**src/rtl/memcache_pkg.sv**
```systemverilog
// Shared definitions for the memcache key-hash path (packer and hasher).
package memcache_pkg;

  localparam int KEY_WORDS     = 3;
  localparam int KEY_BYTES_MAX = 12;

  // Length presented to the hasher when no key is on the bus.
  localparam logic [7:0] KEY_LEN_IDLE = 8'd0;

  typedef enum logic [1:0] {
    IDLE  = 2'd0,
    ACC   = 2'd1,
    DRAIN = 2'd2,
    GAP   = 2'd3
  } pk_state_t;

endpackage

```
**src/rtl/sat_counter16.sv**
```systemverilog
// 16-bit event counter that sticks at 0xFFFF instead of wrapping.
module sat_counter16 (
  input  logic        CLK,
  input  logic        RST,
  input  logic        inc,
  output logic [15:0] count
);

  // Count one event per cycle when inc is high, holding at all-ones.
  always_ff @(posedge CLK) begin
    if (RST) begin
      count <= 16'd0;
    end else if (inc && (count != 16'hFFFF)) begin
      count <= count + 16'd1;
    end
  end

endmodule

```
**src/rtl/memcache_key_packer.sv**
```systemverilog
// Packs a byte-serial memcache key into three big-endian 32-bit words and
// presents it to the hasher for one cycle. Oversize keys are drained and
// dropped. Handshake: a byte moves on a rising edge where key_valid and
// key_ready are both high; the source holds key_data/key_last stable until
// then, and key_ready never depends combinationally on key_valid.
module memcache_key_packer
  import memcache_pkg::*;
#(
  parameter int MAX_BYTES = 12,
  parameter int ISSUE_GAP = 0
) (
  input  logic        CLK,
  input  logic        RST,
  input  logic        key_valid,
  input  logic [7:0]  key_data,
  input  logic        key_last,
  output logic        key_ready,
  output logic        out_valid,
  output logic [7:0]  key_length,
  output logic [31:0] k0,
  output logic [31:0] k1,
  output logic [31:0] k2,
  output logic        err_oversize,
  output logic [15:0] issue_count,
  output logic [15:0] drop_count,
  output pk_state_t   state
);

  localparam logic [7:0] MAX_B     = 8'(MAX_BYTES);
  localparam logic [7:0] DRAIN_CNT = 8'(MAX_BYTES + 1);
  localparam logic [15:0] GAP_LOAD = 16'(ISSUE_GAP - 1);

  logic [7:0]  cnt;
  logic [95:0] acc;
  logic [15:0] gap_cnt;

  logic        accept;
  logic        fits;
  logic        do_issue;
  logic        do_drop;
  logic [95:0] lane_byte;
  logic [95:0] merged;

  // Place the incoming byte in its big-endian lane and merge with held bytes.
  always_comb begin
    accept    = key_valid & key_ready;
    fits      = (cnt < MAX_B);
    lane_byte = {key_data, 88'd0} >> {cnt, 3'b000};
    merged    = acc | lane_byte;
    do_issue  = accept & key_last & (state != DRAIN) & fits;
    do_drop   = accept & key_last & ((state == DRAIN) | ~fits);
  end

  // Key state machine with registered hasher-side outputs.
  always_ff @(posedge CLK) begin
    if (RST) begin
      state        <= IDLE;
      cnt          <= 8'd0;
      acc          <= 96'd0;
      gap_cnt      <= 16'd0;
      key_ready    <= 1'b0;
      out_valid    <= 1'b0;
      key_length   <= KEY_LEN_IDLE;
      k0           <= 32'd0;
      k1           <= 32'd0;
      k2           <= 32'd0;
      err_oversize <= 1'b0;
    end else begin
      out_valid    <= 1'b0;
      key_length   <= KEY_LEN_IDLE;
      k0           <= 32'd0;
      k1           <= 32'd0;
      k2           <= 32'd0;
      err_oversize <= do_drop;
      key_ready    <= 1'b1;

      if (do_issue) begin
        out_valid  <= 1'b1;
        key_length <= 8'(cnt + 8'd1);
        k0         <= merged[95:64];
        k1         <= merged[63:32];
        k2         <= merged[31:0];
      end

      case (state)
        IDLE, ACC, DRAIN: begin
          if (accept) begin
            if (key_last) begin
              acc <= 96'd0;
              cnt <= 8'd0;
              if (ISSUE_GAP > 0) begin
                state     <= GAP;
                gap_cnt   <= GAP_LOAD;
                key_ready <= 1'b0;
              end else begin
                state <= IDLE;
              end
            end else if (state != DRAIN) begin
              if (fits) begin
                acc   <= merged;
                cnt   <= 8'(cnt + 8'd1);
                state <= ACC;
              end else begin
                acc   <= 96'd0;
                cnt   <= DRAIN_CNT;
                state <= DRAIN;
              end
            end
          end
        end
        GAP: begin
          if (gap_cnt == 16'd0) begin
            state <= IDLE;
          end else begin
            gap_cnt   <= gap_cnt - 16'd1;
            key_ready <= 1'b0;
          end
        end
        default: state <= IDLE;
      endcase
    end
  end

  sat_counter16 u_issue_count (
    .CLK   (CLK),
    .RST   (RST),
    .inc   (do_issue),
    .count (issue_count)
  );

  sat_counter16 u_drop_count (
    .CLK   (CLK),
    .RST   (RST),
    .inc   (do_drop),
    .count (drop_count)
  );

endmodule

```
**config.mk**
```make
export PLATFORM = sky130hd
export DESIGN_NAME = memcache_key_packer
export DESIGN_NICKNAME = d
export VERILOG_FILES = /design/src/rtl/memcache_pkg.sv /design/src/rtl/sat_counter16.sv /design/src/rtl/memcache_key_packer.sv
export SDC_FILE = /design/constraint.sdc
export NUM_CORES = 1
export LEC_CHECK = 0
export CAP_MARGIN = 10
export CORE_MARGIN = 8
export CORE_UTILIZATION = 57
export DETAILED_ROUTE_END_ITERATION = 10
export GPL_TIMING_DRIVEN = 0
export PLACE_DENSITY = 0.87
export SETUP_SLACK_MARGIN = 0.5
export SLEW_MARGIN = 20
export SYNTH_ARGS = -nofsm -noshare
export SYNTH_HDL_FRONTEND = slang
export SYNTH_SLANG_ARGS = --single-unit
```
**constraint.sdc**
```tcl
create_clock -name CLK -period 2.7 [get_ports CLK]
set_input_delay 0.405 -clock CLK [delete_from_list [all_inputs] [get_ports CLK]]
set_output_delay 0.405 -clock CLK [all_outputs]
set_load 0.05 [all_outputs]
```
# Word level (Yosys, flattened, before mapping)
# Index checks and enable logic that the tools add are counted.
# word_totals
reg_bits,261
word_cells,63
# op_classes
bitwise,10
muxes,15
reduce_logical,10
shift,1
n_lt_le_gt_ge,1
add_sub_neg,4
n_eq_ne,9
# ops
op,count
$mux W96,3
$or A96 B96 Y96,1
$shr A96 B11 Y96,1
$add A16 B1 Y16 const B,2
$ne A16 B16 Y1 const B,2
$mux W8,3
$logic_not A16 Y1,1
$sub A16 B1 Y16 const B,1
$mux W2,5
$add A8 B1 Y8 const B,1
$lt A8 B4 Y1 const B,1
$ne A2 B2 Y1 const B,3
$reduce_and A3 Y1,2
$and A1 B1 Y1,5
$eq A2 B2 Y1 const B,2
$pmux W2 S2,1
$mux W1,3
$ne A3 B3 Y1 const B,1
$not A1 Y1,3
$reduce_or A3 Y1,1
$eq A2 B1 Y1 const B,1
$logic_and A1 B1 Y1,2
$logic_not A2 Y1,1
$reduce_and A2 Y1,1
other kinds (3),3

# Longest topological paths before layout
# Gate-level depths: netlist of run 1.
# depth
word_depth,6
ltp_mapped,9

# Modules after synthesis
# A second synthesis of run 1 with hierarchy kept.
# hier_totals
hier_cells,967
hier_area_um2,9336.5
# modules_own_cells
mod,seq_area_each_um2,area_per_inst_um2,n_inst,cells_per_inst
memcache_key_packer,4584.4,7639.8,1,769
sat_counter16,320.3,848.3,2,99

# Worst setup path before layout of run 1
# Ideal clock, no wire load.
# synth_path
path_kind,register -> register
start,reg state[1]
end,reg u_drop_count.count[13]
path_buffers,1
setup_slack_ns,0.447
t_arrival_ns,2.183
path_stages_with_launch,7
period_less_slack_ns,2.253
setup_ns,0.070
path_cell_list,dfxtp_1 -> buf_2 -> nand2b_1 -> a31o_2 -> or4_1 -> or3_1 -> a21oi_1
# synth_via
elab_chain_len,4
# synth_rtl
item,line_no,rtl
start: declaration,memcache_key_packer.sv:26,output pk_state_t state
start signal: assignment,memcache_key_packer.sv:57,state <= IDLE;
start signal: assignment,memcache_key_packer.sv:92,state <= GAP;
start signal: assignment,memcache_key_packer.sv:96,state <= IDLE;
$eq A2 B2 Y1,memcache_key_packer.sv:51,do_drop = accept & key_last & ((state == DRAIN) | ~fits);
$or A1 B1 Y1,memcache_key_packer.sv:51,
$and A1 B1 Y1,memcache_key_packer.sv:51,
$logic_and A1 B1 Y1,sat_counter16.sv:13,end else if (inc && (count != 16'hFFFF)) begin
end signal: assignment,sat_counter16.sv:14,count <= count + 16'd1;
end: declaration,sat_counter16.sv:6,output logic [15:0] count
# Every way passes these cells.
# A chain may end at the register's enable or synchronous reset.

# Worst setup path in the final report of run 1
# layout_path
start,reg cnt[3]
end,reg k0[31]
# layout_via
elab_chain_len,4
elab_cells_between_ends,6
# layout_rtl
item,line_no,rtl
start: declaration,memcache_key_packer.sv:33,logic [7:0] cnt;
start signal: assignment,memcache_key_packer.sv:101,cnt <= 8'(cnt + 8'd1);
"parallel branches: the longest is 4 deep, another holds $shr A96 B11 Y96",-,
end signal: assignment,memcache_key_packer.sv:80,k0 <= merged[95:64];
end: declaration,memcache_key_packer.sv:20,"output logic [31:0] k0,"
# Several ways; the timed one is not identified.

==> out/metrics.cfg, run 1 <==
[critical_path]
crit_path_max_fanout = 10
critical-path-slowest-cell = nor3_2
rrSetupSlack_ns = 0.47
worst_ep_arrival_time_ns = 2.69
r2r_end = k0[31]
startpoint_type = flop
worstSetupPathType = flop to flop
cp_data_required_time_ns = 3.16
critPathMaxStageDelay_ns = 0.48
crit_family = simple AND/OR/NAND/NOR gates
end_kind = flop
worstPathCellList = buf_2, or3_1, nor3_2, clkbuf_1, a21oi_1, nor2_1
r2r_cells = 6
path_buf_inv = 2
r2r-start = cnt[3]

[min_path]
min-delay-start = acc[91]
hold_end = k0[27]
worst_hold_path.num_cells = 2
hold_path.class = flop to flop

[sta]
slew_viol_final = 0
fmax_mhz = 448
final-setup-viol-count = 0
fin_skew_ns = 0.0189
tns_ns = 0
worst_pin_slew_ns = 0.920
fin_crit_sh = 0.827
hold_viol_final = 0
holdWs_ns = 0.469
rsz0062_at_grt = true
fin_crit_ns = 2.23
fin_ws_ns = 0.467
slew_headroom = 0.382

[route]
wl_per_cell_um = 19.1
vias_per_cell = 5.94
routed_wl_mm = 27.9
drc = 0
num_vias = 8675
final_antenna_net_count = 0
first_iter_violations = 927
dr.pass1.iters = 6

[power]
pwr-share-comb = 0.041
total_power_mw = 7.68
p_int_mw = 6.00
power_density_nw_per_um2 = 632
swShare = 0.218
p_clk_frac = 0.454
irDropWorstVdd_mv = 0.504
power.leakage_nw = 4.56
p_seq_frac = 0.505
p_switching_mw = 1.67

[clock_tree]
cts-root-buf = clkbuf_16
htree_levels = 1
cts_made_buffers = 25
clk_pin_slew_ns = 0.06
ctsLongestPathBuffers = 3
worst_skew_pair.late_latency_ns = 0.53
cts_tree = done
cts.sinks = 261

[run_status]
outcome = completed

[die]
die_area_um2 = 20900
num_io_pins = 153
initial_core_util = 0.575
fp-row-count = 47
fp.dieH_um = 144
dieWidth_um = 144
core_area_um2 = 16300

[synthesis]
synth-seq-cells = 261
async_flop_share = 0
synth_cells = 1041
yosysWarnings = 0
yosysSeqAreaShare = 0.556
synthFlopType = dfxtp_1
synth_area_per_cell_um2 = 9.03
netlist_area_um2 = 9400
synth-edff-count = 0
synth_cell_types = 55

[global_route]
track_usage = 0.259
top_usage_layer = met2
antenna_found_initial = 3
grtUsageMet1 = 0.297
grt_pass1_wl_mm = 42.9
grt_pass1_vias = 8252
grt_use_met3 = 0.0809
overflow = 0
grt_max_degree = 15
met2_usage = 0.427

[cells_and_area]
area_growth_pct = 29.1
drive_above_1_share = 0.0872
finalNetCount = 1240

[place]
place_congestion = 0.873
port_buffers = 152
pre_cts_ws_ns = -0.0798
dp_hpwl_mm = 18.4

[run]
cap_violations = 0

-- stage by stage --
stage,utilization,area [um2],std cells
final,0.743,12100,1460
after global routing,0.743,12100,1460
after CTS,0.736,12000,1459
after detailed placement,0.686,11200,1416
after global placement,0.686,11200,1416
after floorplan,-,9420,1044
-- cells by family (layout without fill, tap and decap cells) --
logic type               after synthesis  count (layout)  synth area share
AO/OA/AOI/OAI                        242             242             0.160
XOR/XNOR                              32              32            0.0298
adder cells (fa/ha/maj)                5               5           0.00665
buffers and inverters                 85             280            0.0416
flip-flops                           261             261             0.556
multiplexers                           4               4           0.00452
other                                  1               5          0.000399
AND/OR/NAND/NOR                      411             411             0.202
-- how the worst max path moves through the flow --
| stage | startpoint | to | slack (ns) | depth (start not counted) |
|---|---|---|---|---|
| final | cnt[3] | k0[31] | 0.47 | 6 |
| after global routing | cnt[0] | k1[21] | 0.36 | 6 |
| after CTS | state[1] | acc[58] | 0.50 | 8 |
| after detailed placement | key_last | key_length[1] | -0.08 | 8 |
| after global placement | key_last | key_length[1] | -0.06 | 8 |
| after floorplan | u_drop_count.count[6] | u_drop_count.count[13] | 0.51 | 5 |
-- cells in the mapped netlist (all sizes together) (10+ instances only) --
cell,count,area (um2)
nor2,270,1010
dfxtp,261,5230
a21oi,117,589
a22oi,97,728
clkbuf,43,163
buf,31,179
nand2,22,85.1
xnor2,22,193
nor3,21,131
nand3,15,75.1
o21ai,15,75.1
or3,14,87.6
and2,13,81.3
nand4,12,90.1
nor4,12,81.3
inv,10,37.5
xor2,10,87.6
-- sequential cells by signal, summed over array words and instances (netlist names) --
register,cells
key_ready,1
gap_cnt,16
k1,32
k2,32
acc,96
state,2
u_issue_count.count,16
key_length,8
u_drop_count.count,16
err_oversize,1
k0,32
out_valid,1
cnt,8
-- worst register-to-register path: stages (launching register included) --
cell and delay [ns]:
dfxtp_1 0.29, buf_2 0.16, or3_1 0.46, nor3_2 0.48
clkbuf_1 0.45, a21oi_1 0.16, nor2_1 0.15
-- power groups by stage --
stage	Clock (mW)	Combinational, mW	Sequential, mW
floorplan	0	0.146	3.99
global placement	0	0.289	3.96
detailed placement	0	0.292	3.96
CTS	3.52	0.299	3.87
global route	3.69	0.327	3.87
finish	3.49	0.314	3.87
-- final cells by class --
type                       instances  area [um2]
sequential                       261        5230
buffer                            75         397
timing repair buffer             152        1530
clock buffer                      37         731
fill                            1166        4210
antenna                            1        2.50
tap                              220         275
multi-input combinational        698        3860
clock inverter                     6        86.3
inverter                          10        37.5
-- repair_timing --
action,in CTS,in global routing
resized for setup,29,38
hold buffers,0,0
gates cloned,0,0
setup buffers,0,0
setup endpoints to repair,139,170
-- layout by cell type (no fill, tap or decap), types with 5 or more instances in the layout --
| master | count |
|---|---|
| a21oi_1 | 116 |
| a22oi_1 | 97 |
| and2_1 | 13 |
| buf_2 | 12 |
| buf_4 | 5 |
| buf_6 | 5 |
| clkbuf_1 | 36 |
| clkbuf_16 | 25 |
| clkbuf_2 | 13 |
| clkbuf_4 | 5 |
| clkbuf_8 | 6 |
| clkdlybuf4s50_1 | 125 |
| dfxtp_1 | 258 |
| dlygate4sd2_1 | 17 |
| dlymetal6s2s_1 | 11 |
| ha_1 | 5 |
| inv_1 | 10 |
| nand2_1 | 21 |
| nand2b_1 | 9 |
| nand3_1 | 15 |
| nand4_1 | 11 |
| nor2_1 | 263 |
| nor2_2 | 7 |
| nor3_1 | 16 |
| nor4_1 | 10 |
| o21ai_0 | 15 |
| or3_1 | 14 |
| xnor2_1 | 22 |
| xor2_1 | 10 |
-- per-layer routing --
metal  vias up  part of all wire
met3       120              0.12
met4         4             0.041
met2       543              0.47
met5         -           0.00090
li1       3957                 -
met1      4051              0.37
(Power assumes the default switching activity.)
==> inputs of run 2 (changes only) <==
Settings changed: CORE_UTILIZATION 57 to 48, PLACE_DENSITY 0.87 to 0.79.
Clock period 2.7 ns to 1.8 ns, I/O delays scaled along.
==> run 2 against run 1 <==
Compared with the run above: the flow now finishes with violations (setup timing); sequential share of layout area shrank 9.5 points; worst hold slack improved by 0.023 ns; sequential cell count stayed put; register-to-register slack worse by 0.79 ns; wire length increased by 63%; combinational power rose to 2.7 times the previous value.
==> out/metrics.cfg, run 2 (same netlist as run 1, synthesis figures left out) <==
[place]
pre_cts_ws_ns = -0.573  ; -0.493 ns
place_congestion = 0.838  ; -4.1%
port_buffers = 152  ; unchanged
dp_hpwl_mm = 18.6  ; +1.2%

[sta]
hold_viol_final = 0  ; unchanged
slew_headroom = 0.485  ; +0.103
final-setup-viol-count = 236  ; +236
fmax_mhz = 471  ; +5.1%
fin_skew_ns = 0.0145  ; -0.00445 ns
slew_viol_final = 0  ; unchanged
tns_ns = -30.21  ; -30.21 ns
fin_ws_ns = -0.324  ; -0.791 ns
worst_pin_slew_ns = 0.772  ; -0.148 ns
holdWs_ns = 0.492  ; +0.0227 ns
rsz0062_at_grt = true
fin_crit_sh = 1.18  ; +0.353
fin_crit_ns = 2.12  ; -0.109 ns

[die]
fp-row-count = 51  ; +8.5%
core_area_um2 = 19300  ; +18%
initial_core_util = 0.486  ; -0.0888
fp.dieH_um = 156  ; +8.0%
dieWidth_um = 156  ; +8.0%
num_io_pins = 153  ; unchanged
die_area_um2 = 24300  ; +17%

[global_route]
grt_max_degree = 16  ; +1
grt_pass1_wl_mm = 55.0  ; +28%
overflow = 0  ; unchanged
track_usage = 0.285  ; +0.0260
grt_pass1_vias = 9878  ; +20%
antenna_found_initial = 0  ; -3

[clock_tree]
cts.sinks = 261  ; unchanged
clk_pin_slew_ns = 0.07  ; about the same
ctsLongestPathBuffers = 3  ; unchanged
cts_tree = done
cts_made_buffers = 26  ; +4.0%
hold_buffers = 0  ; unchanged
worst_skew_pair.late_latency_ns = 0.54  ; about the same
cts-root-buf = clkbuf_16
htree_levels = 1  ; unchanged

[route]
routed_wl_mm = 45.4  ; +63%
final_antenna_net_count = 0  ; unchanged
dr.pass1.iters = 9  ; +3
num_vias = 10500  ; +22%
wl_per_cell_um = 28.3  ; +48%
vias_per_cell = 6.58  ; +11%
first_iter_violations = 1378  ; +49%
drc = 0  ; unchanged

[critical_path]
worstSetupPathType = flop to flop
end_kind = flop
cp_data_required_time_ns = 2.25  ; -0.91 ns
worst_ep_arrival_time_ns = 2.57  ; -0.12 ns
crit_path_max_fanout = 10  ; unchanged
startpoint_type = flop

[cells_and_area]
final_cell_mix = 151 x nor2_1, 133 x dfxtp_1, 129 x buf_6, 109 x nor2_4, 97 x a21oi_1
largest_register_ffs = 96  ; unchanged
largest-register = acc
multi_input_area_um2 = 5480  ; +42%
final_core_util = 0.844  ; +0.102
finalNetCount = 1338  ; +7.9%
fillers = 829  ; -29%
drive_above_1_share = 0.547  ; +0.460
layout_commonest_cell = nor2_1
area_growth_pct = 73.6
diodes = 0  ; -1
ff_latch_area_um2 = 5480  ; +4.7%

[power]
power_density_nw_per_um2 = 792  ; +25%
irDropWorstVdd_mv = 0.847  ; +68%
total_power_mw = 12.9  ; +68%
power.leakage_nw = 5.89  ; +29%

[run_status]
outcome = finished, violations left
violations = setup timing

[run]
cap_violations = 0  ; unchanged

[min_path]
hold_path.class = flop to flop

==> run 2: final cells by class <==
type,count,area share
plain buffers,75,0.0591
flip-flops and latches,261,0.335
repair buffers,249,0.186
clock buffers,32,0.0484
well taps,265,0.0203
clock inverters,14,0.0126
multi-input cells,698,0.336
inverters,10,0.00261
==> run 2: per-stage QoR <==
stage               std cells  cell area, um2
finish                   1604           16300
global route             1604           16300
CTS                      1575           15200
detailed placement       1461           12200
global placement         1461           12200
floorplan                1044           10300
==> run 2: critical path, cell delays in order, from the launching register on <==
cell	delay (ns)
dfxtp_2	0.35
or3_4	0.39
or3_4	0.39
buf_12	0.18
nand2_8	0.10
buf_12	0.14
buf_8	0.16
a22oi_1	0.12
nor2_1	0.19
==> run 2: path summary, 6_finish.rpt <==
check | slack, ns | to | cells after the start | start
max | -0.32 | acc[14] | 8 | cnt[7]
min | 0.49 | k0[20] | 2 | acc[84]
max reg2reg | -0.32 | acc[14] | 8 | cnt[7]
min reg2reg | 0.49 | k0[20] | 2 | acc[84]
==> run 2: report_power, final <==
group	leakage, nW	switching (mW)	internal (mW)
Sequential	2.18	0.0240	5.74
Clock	0.492	2.48	3.83
Combinational	3.22	0.528	0.313
==> run 2: per-layer routing <==
metal	global-route usage	up-vias	share of wire	routed length, um
met5	0	-	0	0
met4	0.177	0	0.093	4230
met3	0.0751	372	0.12	5430
met2	0.490	1011	0.47	21300
met1	0.309	5020	0.32	14400
li1	-	4146	-	-
==> run 2: what timing repair did <==
item / 4_1_cts / 5_1_grt
buffers inserted: 50 / 26
resized for setup: 1295 / 287
endpoints found under the setup margin: 397 / 370
pin swaps: 52 / 43
gates cloned: 18 / 3
==> patch, RTL diff (flow settings as in run 2) <==
`MAX_BYTES`: 12 -> 6.
--- a/src/rtl/memcache_key_packer.sv
+++ b/src/rtl/memcache_key_packer.sv
@@ -7,5 +7,5 @@
   import memcache_pkg::*;
 #(
-  parameter int MAX_BYTES = 12,
+  parameter int MAX_BYTES = 6,
   parameter int ISSUE_GAP = 0
 ) (
Function: same outputs for any inputs over 4 cycles, from zero or initial values and one cycle with RST high; that may be too few to reach the edited logic, so the function may still have changed.
==> patch against run 2 <==
Routed wire length is 1.4% higher. Total power down 1.7%. Count of clock-buffer cells in the layout rose by 2. The run still ends with negative setup slack left. Critical endpoint is now k1[17]. Clock skew is 0.00057 ns higher. Worst hold slack got worse by 0.020 ns. Setup slack lost 0.18 ns. Via count fell by 5.2%. Design area shrank 2.1%. Sequential cell count stayed put. Synthesized area down 4.2%.
==> patch: results (changes against run 2) <==
- The flow ran to the end, but the final reports show violations.
* Failing checks: negative setup slack
- Clock skew: 0.0150 ns (+0.000573 ns)
- Buffers added on ports: 151 (-0.66%)
* Peak supply drop: 0.927 mV (+9.5%)
- In the post-synthesis netlist, the biggest area contributors are sky130_fd_sc_hd__dfxtp_1 58%, sky130_fd_sc_hd__nor2_1 8.0%, sky130_fd_sc_hd__a21oi_1 6.6%.
* Routability-driven placement congestion ratio: 0.834 (-0.42%)
- Iteration-0 DRC count of the detailed router: 1278 (-7.3%)
* Cell depth of the worst hold path: 1 (-1)
- The number of distinct standard cells referenced by the synthesized netlist came to 54 (-1.8%).
- Worst-path fanout max: 7 (-3)
- Detailed Place HPWL: 16600 um (-11%)
- Portion of the post-synthesis area used by sequential elements: 58.0% (+2.4 points)
- The detailed-routing iteration count for the pre-antenna-repair pass came to 6 (-3).
- Setup slack at placement: -0.661 ns (-0.0874 ns)
* Filler Cell Count: 675 (-19%)
* Slack of the critical path: -0.502 ns (-0.178 ns)
- The multiplexer share of the synthesized area came to 0.222% (-0.23 points).
- Area share of xor/xnor cells in the synthesized design: 3.01% (+0.033 points)
* Global-route wire length before repair: 55200 um (+0.36%)
* Relative max-transition margin: 45.5% (-3.1 points)
* Post-synthesis compound-gate area fraction: 14.2% (-1.8 points)
- Per-cell routed wire length: 30.3 um (+7.0%)
- The worst path arrival time is 2.75 ns (+0.18 ns).
* Setup-violating endpoint count in the final report: 241 (+2.1%)
- The number of cells on the worst reg-to-reg path is 9 (+1).
- The post-CTS clock slew at the launch and capture registers of the worst setup and hold paths came to 0.07 ns (about the same).
- Layout Nets: 1281 (-4.3%)
* Routed via count: 10000 (-5.2%)
- The initial antenna violation count is 4 (+4).
* Overall fraction of global-route tracks in use: 29.5% (+0.98 points)
[patch: cell type report]
cell class / count / area [um2] / share of cell area (%)
Antenna cell: 3 / 7.51 / 0.0470
Buffer: 70 / 778 / 4.87
Clock buffer: 34 / 753 / 4.71
Clock inverter: 14 / 186 / 1.17
Inverter: 9 / 38.8 / 0.243
Multi-Input combinational cell: 617 / 5080 / 31.8
Sequential cell: 261 / 5460 / 34.2
Tap cell: 234 / 293 / 1.83
Timing Repair Buffer: 279 / 3370 / 21.1
[patch: metal layers]
| layer | track usage (%) | share of wire, % |
|---|---|---|
| met1 | 31.5 | 33 |
| met5 | 0 | 0.024 |
| met3 | 7.41 | 12 |
| met4 | 21.8 | 9.8 |
| met2 | 50.1 | 45 |
[patch: cell families (layout without fill, tap and decap cells)]
family	count (synthesis)	after routing
mux	2	2
buf+inv	79	406
compound gates	206	206
xor+xnor	31	31
other cells	1	8
flops	261	261
fa+ha+maj	5	5
simple gates	368	368
[patch: path summary, 6_finish.rpt]
path,slack [ns],end,from
setup reg to reg,-0.50,k1[17],cnt[2]
hold reg to reg,0.47,acc[39],acc[39]
hold / removal,0.47,acc[39],acc[39]
setup / recovery,-0.50,k1[17],cnt[2]
[patch: power breakdown]
part	switching [mW]	internal (mW)	leakage (nW)
Clock	2.57	3.54	0.461
Sequential	0.0312	5.74	2.17
Combinational	0.512	0.305	3.43
[patch: stage by stage]
stage | hold WS, ns | cell area, um2 | std cells | TNS (ns) | power (mW)
floorplan | 0.429 | 9440 | 957 | -0.518 | 6.19
global placement | 0.442 | 11200 | 1342 | -92.09 | 6.35
detailed placement | 0.444 | 11200 | 1342 | -100.72 | 6.35
CTS | 0.379 | 15000 | 1489 | -12.64 | 12.3
global route | 0.494 | 16000 | 1521 | -71.39 | 12.9
finish | 0.472 | 16000 | 1521 | -68.16 | 12.7
[patch: worst max-delay path, stage by stage, from the launching register on]
cell and delay [ns]:
sky130_fd_sc_hd__dfxtp_2 0.33, sky130_fd_sc_hd__buf_6 0.13, sky130_fd_sc_hd__a211oi_4 0.32, sky130_fd_sc_hd__nand4_1 0.24
sky130_fd_sc_hd__buf_6 0.19, sky130_fd_sc_hd__or2_4 0.26, sky130_fd_sc_hd__buf_12 0.14, sky130_fd_sc_hd__clkbuf_16 0.18
sky130_fd_sc_hd__clkbuf_16 0.19, sky130_fd_sc_hd__nor2_4 0.21
[patch: repair_timing]
| item | CTS | global route |
|---|---|---|
| gates resized for setup | 1448 | 227 |
| endpoints found under the setup margin | 392 | 386 |
| buffers inserted | 82 | 28 |
| hold endpoints to repair | 0 | 0 |
| cloned | 17 | 1 |
| pin swaps | 78 | 60 |
